### src/rtl/logic_reg_array_hs.sv
// logic_reg_array_hs: valid/ready register pipeline of skid or forward stages with a live occupancy count
module logic_reg_array_hs #(
  parameter int N_STAGES  = 2,
  parameter int DATA_BITS = 32,
  parameter bit SKID_MODE = 1'b1,
  parameter int CNT_BITS  = $clog2(2*N_STAGES+1)
) (
  input  logic                 aclk,
  input  logic                 areset,
  input  logic                 s_valid,
  output logic                 s_ready,
  input  logic [DATA_BITS-1:0] s_data,
  output logic                 m_valid,
  input  logic                 m_ready,
  output logic [DATA_BITS-1:0] m_data,
  output logic [CNT_BITS-1:0]  occupancy
);
  logic                s_xfer, m_xfer;
  logic [CNT_BITS-1:0] occ_q, occ_d;
  for (genvar k = 0; k < N_STAGES; k++) begin : g_stage
    logic                 in_vld, in_rdy, nxt_rdy, out_vld, in_xfer, out_xfer;
    logic [DATA_BITS-1:0] in_dat, out_dat;
    if (k == 0) begin : g_head
      assign in_vld = s_valid & ~areset;
      assign in_dat = s_data;
    end else begin : g_link
      assign in_vld = g_stage[k-1].out_vld;
      assign in_dat = g_stage[k-1].out_dat;
    end
    if (k == N_STAGES-1) begin : g_tail
      assign nxt_rdy = m_ready;
    end else begin : g_next
      assign nxt_rdy = g_stage[k+1].in_rdy;
    end
    assign in_xfer  = in_vld & in_rdy;
    assign out_xfer = out_vld & nxt_rdy;
    if (SKID_MODE) begin : g_skid
      logic                 mv_q, mv_d, kv_q, kv_d;
      logic [DATA_BITS-1:0] md_q, md_d, kd_q, kd_d;
      assign in_rdy  = ~kv_q;
      assign out_vld = mv_q;
      assign out_dat = md_q;
      // main refills from skid first, else from input; input parks in skid while main is stuck
      always_comb begin
        mv_d = mv_q;
        md_d = md_q;
        kv_d = kv_q;
        kd_d = kd_q;
        if (~mv_q | out_xfer) begin
          mv_d = kv_q | in_xfer;
          md_d = kv_q ? kd_q : in_dat;
          kv_d = 1'b0;
        end else if (in_xfer) begin
          kv_d = 1'b1;
          kd_d = in_dat;
        end
      end
      // valid flags reset, payload registers free-run
      always_ff @(posedge aclk) begin
        mv_q <= areset ? 1'b0 : mv_d;
        kv_q <= areset ? 1'b0 : kv_d;
        md_q <= md_d;
        kd_q <= kd_d;
      end
    end else begin : g_fwd
      logic                 mv_q, mv_d;
      logic [DATA_BITS-1:0] md_q, md_d;
      assign in_rdy  = ~mv_q | nxt_rdy;
      assign out_vld = mv_q;
      assign out_dat = md_q;
      // single register: load on input transfer, empty when drained without refill
      always_comb begin
        mv_d = in_xfer | (mv_q & ~out_xfer);
        md_d = in_xfer ? in_dat : md_q;
      end
      // valid flag resets, payload register free-runs
      always_ff @(posedge aclk) begin
        mv_q <= areset ? 1'b0 : mv_d;
        md_q <= md_d;
      end
    end
  end
  assign s_ready   = g_stage[0].in_rdy & ~areset;
  assign m_valid   = g_stage[N_STAGES-1].out_vld;
  assign m_data    = g_stage[N_STAGES-1].out_dat;
  assign s_xfer    = s_valid & s_ready;
  assign m_xfer    = m_valid & m_ready;
  assign occupancy = occ_q;
  // beats entering minus beats leaving; simultaneous in and out cancel
  always_comb begin
    occ_d = occ_q + CNT_BITS'(s_xfer) - CNT_BITS'(m_xfer);
  end
  // occupancy register cleared with the pipeline
  always_ff @(posedge aclk) begin
    occ_q <= areset ? '0 : occ_d;
  end
endmodule
### config.mk
export PLATFORM = sky130hd
export DESIGN_NAME = logic_reg_array_hs
export DESIGN_NICKNAME = d
export VERILOG_FILES = /design/src/rtl/logic_reg_array_hs.sv
export SDC_FILE = /design/constraint.sdc
export NUM_CORES = 1
export LEC_CHECK = 0
export CORE_ASPECT_RATIO = 1.75
export CORE_UTILIZATION = 60
export CTS_BUF_LIST = sky130_fd_sc_hd__clkbuf_8
export DETAILED_ROUTE_END_ITERATION = 8
export PLACE_DENSITY = 0.85
export RECOVER_POWER = 100
export REMOVE_ABC_BUFFERS = 1
export SYNTH_ARGS = -nofsm -noshare
export SYNTH_HDL_FRONTEND = slang
export SYNTH_SLANG_ARGS = --single-unit
### constraint.sdc
create_clock -name aclk -period 9.04 [get_ports aclk]
set_input_delay 1.808 -clock aclk [delete_from_list [all_inputs] [get_ports aclk]]
set_output_delay 1.808 -clock aclk [all_outputs]
set_load 0.005 [all_outputs]
[Word level (Yosys, flattened, before mapping)]
Cells that the tools add are included.
Widths: inputs -> output; s select.
Word-level totals
  bits in registers: 135
Cells by class
  reduce and logical (&&, ||, !) cells: 4
  bitwise logic cells: 17
  mux-type cells: 2
  add/sub/neg operators: 2
Operators with widths (count)
  $mux 32: 2
  $not 1->1: 7
  $and 1x1->1: 6
  $or 1x1->1: 4
  $reduce_and 2->1: 2
  $reduce_or 2->1: 2
  $add 3x1->3: 1
  $sub 3x1->3: 1

[Longest topological paths before layout]
  depth in word-level cells: 5
  depth in mapped cells: 9

[Worst setup path after synthesis]
Ideal clock, no wire load.
  path kind: in2reg
  from: input m_ready
  to: register g_stage[1].g_skid.kd_q[0], enable pin
  arrival: 5.115 ns
  cell stages on the path: 2
  data required time: 8.572 ns
  slack: 3.458 ns
  cell sequence: nand2b_1 nor3b_1
Between the ends
  cells in the longest elaborated chain, start to end: 4
Ends and longest elaborated chain
  start, declared: line 14  | input logic m_ready,
  $and 1x1->1: line 36  | assign out_xfer = out_vld & nxt_rdy;
  $or 1x1->1: line 49  | if (~mv_q | out_xfer) begin
  $not 1->1 (no line)
  $reduce_and 2->1 (no line)
  end signal, assigned: line 63  | kd_q <= kd_d;
  end, declared: line 39  | logic [DATA_BITS-1:0] md_q, md_d, kd_q, kd_d;
Every way passes these cells.
A chain may end at the register's enable or synchronous reset.

[Final worst setup path]
  from: register g_stage[1].g_skid.kv_q
  to: register g_stage[0].g_skid.kd_q[4], enable pin
Between the ends
  cells in the longest elaborated chain, start to end: 5
Ends and longest elaborated chain
  start, declared: line 38  | logic mv_q, mv_d, kv_q, kv_d;
  start signal, assigned: line 61  | kv_q <= areset ? 1'b0 : kv_d;
  $not 1->1: line 40  | assign in_rdy = ~kv_q;
  $and 1x1->1: line 36
  $or 1x1->1: line 49
  $not 1->1 (no line)
  $reduce_and 2->1 (no line)
  end signal, assigned: line 63
  end, declared: line 39
Every way passes these cells.

==> results by group <==
Placed design
  – DP Wirelength: 4870 um
  – Post-DP Area: 5724 um^2
  – Placer Congestion: 0.7010
  – # port buffers: 72

Routing
  – DR vias/cell: 5.572
  – Pre-antenna DRT Iters: 8
  – Via count: 2318
  – Initial DRC count: 109
  – Post-DRT Antenna Nets: 0
  – Routed WL: 7940 um
  – # DRC: 10
  – Wire length per cell: 19.09 um

Critical path
  – Worst setup EP type: register
  – Critical-path cell list: nand2_1, nor2_1
  – WP buf/inv: 0
  – WP data arrival: 5.66 ns
  – Largest delay share family, worst path: simple AND/OR/NAND/NOR gates
  – Max incr delay on CP: 2.49 ns
  – Worst path slowest cell: nor2_1
  – CP Max Fanout: 35
  – Startpoint types: register
  – CP Depth: 2
  – WP data required: 9.02 ns
  – Critical path class: register to register
  – FF-to-FF path depth: 2

Synthesis
  – Cell taking the most area after synthesis: edfxtp_1
  – Top_reg_cell synth: edfxtp_1
  – Synth area leaders: edfxtp_1 77%, mux2_2 14%, dfxtp_1 2.8%
  – Syn_area_per_cell: 21.61 um^2
  – Synth Warn #: 0
  – Synth cell types: 20
  – Async S/R FF share, synth: 0%
  – Flops & latches, synth: 135
  – Post-synth EDFFs: 128
  – Syn Inst Count: 230
  – Post-Syn Area: 4971 um^2
  – Post-synth top area share: 77.32%
  – Post-synthesis sequential area ratio: 80.14%

Global route
  – Initial antenna violation count: 0
  – Tot GR Track Use: 20.35%
  – Grt total ovfl: 0
  – Number of global-route vias before repair: 2410
  – Largest net degree at the start of global routing: 36
  – First-pass GRT wire length: 12450 um

Worst hold path
  – Hold path cells: 0
  – Hold crit path type: register to register

Floorplan
  – DIE WIDTH: 70.81 um
  – Row cnt: 43
  – Starting Density: 62.43%
  – Die area: 8667 um^2
  – IO Count: 73
  – Core ar.: 7963 um^2
  – Die height: 122.4 um

STA
  – Max-slew violations: 138
  – Peak Freq: 176.0 MHz
  – Worst Skew: 0.007787 ns
  – Relative max-transition margin: -86.74%
  – Fin. Hold Viols: 0
  – TNS Setup: 0 ns
  – Tmin final: 5.680 ns
  – Unrepaired setup endpoints after global routing: no
  – Setup violators final: 0
  – Period utilization: 62.84%
  – Worst-margin pin slew: 2.791 ns

Clock network
  – Postcts setup bufs: 0
  – Clock Path Buffers: 2
  – CTS tree: yes
  – # clock sinks: 135
  – CTS buffer count: 17
  – Worst-path clk slew: 0.07 ns
  – Clk root buf: clkbuf_8
  – Htree depth: 4
  – Clk_lat worst skew: 0.43 ns
  – Hold buffers post-CTS: 0
  – Post-cts sizing count: 0

Power and ir drop
  – Cell Pwr Density: 217.3 nW/um^2
  – Max VDD drop: 0.1491 mV
  – Power Total: 0.001336 W
  – LEAKAGE: 2.154 nW

Outcome
  – Status: finished, violations left
  – Violated checks: design-rule violations, max-capacitance violations, max-slew violations

Finish
  – Commonest non-fill, non-tap cell in the layout: edfxtp_1
  – Layout cells sized above 1: 27.91%
  – Most frequent cells in the layout: 128 x edfxtp_1, 71 x dlygate4sd3_1, 62 x mux2_2
  – Area grow syn2layout: 23.63%
  – Layout Nets: 352
  – Inserted Diodes: 0
  – Final instance area: 6146 um^2

Job
  – Max-cap violations: 5
==> report_power, final <==
part	internal, W	switching [W]
logic	0.0000440	0.0000217
registers	0.000709	0.00000986
clock network	0.000337	0.000214
total	0.00109	0.000246
==> layout make-up <==
cell class	count	area (um^2)
clock buffer	19	261.5
inverter	2	7.507
timing repair buffer	73	724.4
tap	90	112.6
clock inverter	13	185.2
multi-input combinational	84	869.6
sequential	135	3985
fill	467	1817
==> worst paths after layout <==
check                       startpoint                   endpoint  slack [ns]
max             g_stage[1].g_skid.kv_q  g_stage[0].g_skid.kd_q[4]        3.36
min          g_stage[0].g_skid.md_q[2]  g_stage[1].g_skid.kd_q[2]        0.45
max reg2reg     g_stage[1].g_skid.kv_q  g_stage[0].g_skid.kd_q[4]        3.36
min reg2reg  g_stage[0].g_skid.md_q[2]  g_stage[1].g_skid.kd_q[2]        0.45
==> metal layers <==
metal	global-route usage, %	wire length [um]	share of wire [%]	vias up
met5	0	0	0	-
met4	10.50	193	2.4	0
met3	7.061	332	4.2	18
met2	35.28	4436	56	67
met1	21.83	2977	37	1167
li1	-	-	-	1066
==> metrics by stage <==
stage | hold WS, ns | cells | setup WS [ns] | util (%)
after floorplan | 0.4222 | 221 | 3.457 | -
after global placement | 0.4262 | 384 | 4.241 | 71.89
after detailed placement | 0.4313 | 384 | 4.196 | 71.89
after CTS | 0.4488 | 416 | 4.180 | 77.50
after global routing | 0.4527 | 416 | 2.795 | 77.18
final | 0.4476 | 416 | 3.360 | 77.18
==> flip-flops by register name, summed over array words and instances (netlist names) <==
signal and flops:
g_stage.g_skid.kd_q 64, g_stage.g_skid.kv_q 2, g_stage.g_skid.md_q 32, g_stage.g_skid.mv_q 1
m_data 32, m_valid 1, occupancy 3
==> synth_stat cells (2+ instances only) <==
library cell and n:
clkbuf_8 3, edfxtp_1 128, inv_1 2, buf_6 5
ha_1 2, nor2_1 5, dfxtp_1 7, mux2_2 64
nor3_1 2, a21oi_1 2
==> cells by family (layout without fill, tap and decap cells) <==
family | Yosys count | after routing | synth area share [%]
and+or+nand+nor | 14 | 14 | 1.586
DFF | 135 | 135 | 80.14
muxes | 64 | 64 | 14.50
adders and majority gates | 3 | 3 | 0.9061
AOI/OAI and AO/OA | 2 | 2 | 0.2014
xor gates and xnor gates | 1 | 1 | 0.4530
buffers and inverters | 11 | 107 | 2.215
Note: power is estimated with default switching activity, not from simulation.
